==> src/rtl/pipe_stage_reg.sv <==
// pipe_stage_reg: generic pipeline stage register with a valid/ready handshake,
// a one-entry skid buffer, synchronous flush and NOP bubble insertion.
//
// Ports:
//   clk, rst           clock; synchronous active-high reset
//   flush              drops every held beat and any beat accepted this cycle
//   in_valid/in_ready  upstream handshake; in_ready is a flop (NOT skid_valid)
//   pcPlus1_in         upstream PC+1 (PC_W bits)
//   instruction_in     upstream instruction (INSTR_W bits)
//   out_valid/out_ready downstream handshake; out_valid is the main-register valid
//   pcPlus1_out        main-register PC+1, 0 when empty
//   instruction_out    main-register instruction, NOP_INSTR when empty
//   occupancy          number of held beats (0..2)
module pipe_stage_reg #(
    parameter int                 PC_W      = 12,
    parameter int                 INSTR_W   = 19,
    parameter logic [INSTR_W-1:0] NOP_INSTR = '0
) (
    input  logic               clk,
    input  logic               rst,
    input  logic               flush,
    input  logic               in_valid,
    output logic               in_ready,
    input  logic [PC_W-1:0]    pcPlus1_in,
    input  logic [INSTR_W-1:0] instruction_in,
    output logic               out_valid,
    input  logic               out_ready,
    output logic [PC_W-1:0]    pcPlus1_out,
    output logic [INSTR_W-1:0] instruction_out,
    output logic [1:0]         occupancy
);

    logic               main_valid_q, main_valid_d;
    logic [PC_W-1:0]    main_pc_q,    main_pc_d;
    logic [INSTR_W-1:0] main_instr_q, main_instr_d;
    logic               skid_valid_q, skid_valid_d;
    logic [PC_W-1:0]    skid_pc_q,    skid_pc_d;
    logic [INSTR_W-1:0] skid_instr_q, skid_instr_d;

    logic acc;
    logic drn;

    // in_ready comes straight from the skid flop, so out_ready never reaches it
    // combinationally; the skid entry absorbs the one beat that arrives while
    // downstream stalls.
    assign in_ready        = ~skid_valid_q;
    assign out_valid       = main_valid_q;
    assign pcPlus1_out     = main_pc_q;
    assign instruction_out = main_instr_q;
    assign occupancy       = {1'b0, main_valid_q} + {1'b0, skid_valid_q};

    assign acc = in_valid & ~skid_valid_q;
    assign drn = main_valid_q & out_ready;

    always_comb begin
        main_valid_d = main_valid_q;
        main_pc_d    = main_pc_q;
        main_instr_d = main_instr_q;
        skid_valid_d = skid_valid_q;
        skid_pc_d    = skid_pc_q;
        skid_instr_d = skid_instr_q;

        if (flush) begin
            main_valid_d = 1'b0;
            main_pc_d    = '0;
            main_instr_d = NOP_INSTR;
            skid_valid_d = 1'b0;
            skid_pc_d    = '0;
            skid_instr_d = NOP_INSTR;
        end else if (!main_valid_q) begin
            if (acc) begin
                main_valid_d = 1'b1;
                main_pc_d    = pcPlus1_in;
                main_instr_d = instruction_in;
            end
        end else if (!skid_valid_q) begin
            if (drn && acc) begin
                main_pc_d    = pcPlus1_in;
                main_instr_d = instruction_in;
            end else if (drn) begin
                // Main empties: present a bubble downstream.
                main_valid_d = 1'b0;
                main_pc_d    = '0;
                main_instr_d = NOP_INSTR;
            end else if (acc) begin
                skid_valid_d = 1'b1;
                skid_pc_d    = pcPlus1_in;
                skid_instr_d = instruction_in;
            end
        end else if (drn) begin
            // Both full: the older skid beat moves up, skid frees for upstream.
            main_pc_d    = skid_pc_q;
            main_instr_d = skid_instr_q;
            skid_valid_d = 1'b0;
            skid_pc_d    = '0;
            skid_instr_d = NOP_INSTR;
        end
    end

    always_ff @(posedge clk) begin
        if (rst) begin
            main_valid_q <= 1'b0;
            main_pc_q    <= '0;
            main_instr_q <= NOP_INSTR;
            skid_valid_q <= 1'b0;
            skid_pc_q    <= '0;
            skid_instr_q <= NOP_INSTR;
        end else begin
            main_valid_q <= main_valid_d;
            main_pc_q    <= main_pc_d;
            main_instr_q <= main_instr_d;
            skid_valid_q <= skid_valid_d;
            skid_pc_q    <= skid_pc_d;
            skid_instr_q <= skid_instr_d;
        end
    end

endmodule
==> config.mk <==
export PLATFORM = sky130hd
export DESIGN_NAME = pipe_stage_reg
export DESIGN_NICKNAME = d
export VERILOG_FILES = /design/src/rtl/pipe_stage_reg.sv
export SDC_FILE = /design/constraint.sdc
export NUM_CORES = 1
export LEC_CHECK = 0
export ABC_AREA = 1
export CORE_MARGIN = 1.5
export CORE_UTILIZATION = 25
export CTS_BUF_LIST = sky130_fd_sc_hd__clkbuf_16
export CTS_CLUSTER_SIZE = 20
export DETAILED_ROUTE_END_ITERATION = 7
export HOLD_SLACK_MARGIN = 0.12
export SYNTH_ARGS = -nofsm -noshare
export SYNTH_HDL_FRONTEND = slang
export SYNTH_SLANG_ARGS = --single-unit
==> constraint.sdc <==
create_clock -name clk -period 1.6 [get_ports clk]
set_input_delay 0.24 -clock clk [delete_from_list [all_inputs] [get_ports clk]]
set_output_delay 0.24 -clock clk [all_outputs]
set_load 0.02 [all_outputs]
==> impl_metrics.ini <==
[status]
status = finished, final reports clean

[global_routing]
grt_util_all_layers_pct = 13.6
gr-total-overflow = 0
antenna_found_initial = 0
grt_pass1_vias = 3024
grt_max_degree = 29
grt_first_pass_wirelength_um = 15000

[sta]
slew_headroom_pct = 78.6
tightest_slew_ps = 320
hold_violations = 0
setup_slack_ps = 51.4
period_share_pct = 96.8
clock_skew_ps = 6.43
slew_violations = 0
setup_viol = 0
rsz0062_at_grt = false
fmax_mhz = 646
final.min_clock_period_ps = 1550

[cts]
htreeDepth = 3
clk_pin_slew_ps = 50
clk_path_buf_depth = 2
cts_made_buffers = 9
clock_latency_ps = 330
clk_root_buffer_cell = clkbuf_16
cts_sinks = 64
cts_tree = done
cts_setup_buffers = 0

[route]
wl_per_cell_um = 11.7
drt-vias-per-instance = 4.09
drt-met1-wl_um = 4120
first_iter_violations = 135
wl_um = 8940
topRoutingLayerUsed = met4
wl_met2_um = 4200
met3_length_um = 465
via_count = 3115
antenna_left = 0
drc = 0
drtPass1Iterations = 4

[worst_setup_path]
critical_path.max_fanout = 2
reg2reg_slack_ps = 170
slowest_stage = clkdlybuf4s50_1
critical_path_class = flip-flop to output pin
crit_family = buffers and inverters
arrival_ps = 1310
cp-end-kind = output pin
worstPathCellList = clkdlybuf4s50_1
cp_data_required_time_ps = 1360
reg2reg_depth = 9
critPathMaxStageDelay_ps = 620
regToRegEndpoint = pcPlus1_out[10]
crit_buf_inv = 1
rr_startpoint = skid_valid_q
start_kind = flip-flop

[die]
num_rows = 41
initial_core_util_pct = 25.8
ios = 71
die_h_um = 118
core-area_mm2 = 0.0127
die_x_um = 118
die-area_mm2 = 0.0138

[placement]
port_buffers = 70
dp_hpwl_um = 6240
place_ws_ps = -28.0
dp.cells = 747
gp_congestion = 0.752

[final_layout]
drive_gt1_share_pct = 7.29
fillers = 1368
fin_nets = 623
n_antenna_cell = 0
stdcell_count = 762
syn_to_final_growth_pct = 38.2
postLayoutCoreUtil_pct = 35.6

[synthesis]
ys_ff_latch = 64
synth_area_leaders = dfxtp_1 (39%), nand2_1 (18%), nor2_1 (15%)
syn_area_per_cell_um2 = 6.40
synth-seq-area-share_pct = 39.1
synth_top_cell_area_share_pct = 39.1
yosys.area_share.simple_pct = 42.3
muxShareOfSynthArea_pct = 0
syn_inst = 512
synth_compound_area_share_pct = 5.08
synth_top_family_by_area = simple AND/OR/NAND/NOR gates
synth_cell_type_count = 18
synthXorXnorAreaFrac_pct = 0
synth_adder_area_share_pct = 0.382
synth_top_cell_by_area = dfxtp_1
synth_nets = 549
ys_warn_count = 0
synth_area_mm2 = 0.00328

[power_and_ir_drop]
fin_total_pwr_mw = 4.34
powerDensity_mw_per_mm2 = 958
p_leak_nw = 2.10
ir_drop_mv = 0.504

[run]
drv_cap = 0

[hold_path]
hold_depth = 2
hold_class = flip-flop to flip-flop
hold_end = skid_instr_q[2]
holdCritStartpoint = skid_instr_q[2]
registers in the layout, summed over array words and instances (netlist names):
register and flops:
pcPlus1_out 12, skid_valid_q 1, skid_instr_q 19, skid_pc_q 12, instruction_out 19, out_valid 1
Yosys cell counts:
master	count
a21oi_1	32
a31oi_1	1
buf_2	8
buf_4	6
buf_6	9
clkbuf_1	6
clkinv_1	1
dfxtp_1	64
ha_1	1
inv_1	57
inv_2	1
nand2_1	153
nand2_2	2
nand2_4	4
nand3_1	8
nand3b_1	31
nor2_1	127
nor2_2	1
through the flow:
step           setup TNS [ps]  cell area [µm²]  hold slack, ps
6_report                    0             4530             460
5_1_grt                     0             4530             468
4_1_cts                     0             4530             459
3_5_place_dp             -110             4230             451
3_3_place_gp            -59.5             4230             447
2_1_floorplan               0             3280             382
kinds of logic (layout without fill, tap and decap cells):
logic type,count (synthesis),in the layout
compound gates,33,33
fa+ha+maj,1,1
buf+inv,88,166
flops,64,64
simple gates,326,326
what timing repair did:
| item | in CTS | in global routing |
|---|---|---|
| resized for setup | 4 | 1 |
| pin swaps | 0 | 0 |
| endpoints found under the setup margin | 4 | 1 |
| hold buffers | 0 | 0 |
worst min-delay path, cell delays in order (launching register included):
cell	delay [ps]
dfxtp_1	300
nand2_1	60
a21oi_1	50
power by group:
group	internal [mW]	total, mW	switching (mW)
registers	1.65	1.67	0.0254
logic	0.309	0.653	0.344
clock network	1.33	2.02	0.681
total	3.29	4.34	1.05
worst max-delay path by stage:
stage	startpoint	to	depth (start not counted)
2_1_floorplan	out_valid	instruction_out[0]	8
6_report	pcPlus1_out[8]	pcPlus1_out[8]	1
3_3_place_gp	in_valid	instruction_out[13]	9
3_5_place_dp	in_valid	instruction_out[3]	9
4_1_cts	out_valid	occupancy[0]	2
5_1_grt	pcPlus1_out[6]	pcPlus1_out[6]	1
area by class of cell:
type | count | area, µm² | share of cell area [%]
Multi-Input combinational cell | 360 | 1570 | 34.7
Sequential cell | 64 | 1280 | 28.3
Timing Repair Buffer | 92 | 938 | 20.7
Clock buffer | 9 | 225 | 4.97
Inverter | 59 | 221 | 4.89
Tap cell | 172 | 215 | 4.75
Clock inverter | 6 | 76.3 | 1.68
per-layer routing:
metal | up-vias | global-route usage [%]
met4 | 0 | 5.87
li1 | 1681 | -
met5 | - | 0
met3 | 9 | 4.55
met1 | 1366 | 16.4
met2 | 59 | 22.1
placed cells by master, fill, tap and decap left out:
cell             synthesis  final
a21oi_1                 32     32
a31oi_1                  1      1
buf_12                   0      6
buf_4                    6     16
bufinv_16                0      2
clkbuf_16                0      9
clkdlybuf4s50_1          0     65
clkinv_1                 1      3
clkinv_2                 0      1
dfxtp_1                 64     64
dlygate4sd2_1            0      4
dlymetal6s2s_1           0      1
ha_1                     1      1
inv_1                   57     58
inv_2                    1      1
nand2_1                153    153
nand2_2                  2      2
nand2_4                  4      4
nand3_1                  8      8
nand3b_1                31     31
nor2_1                 127    126
nor2_2                   1      1
nor2_4                   0      1
Power figures use the tool's default switching activity.
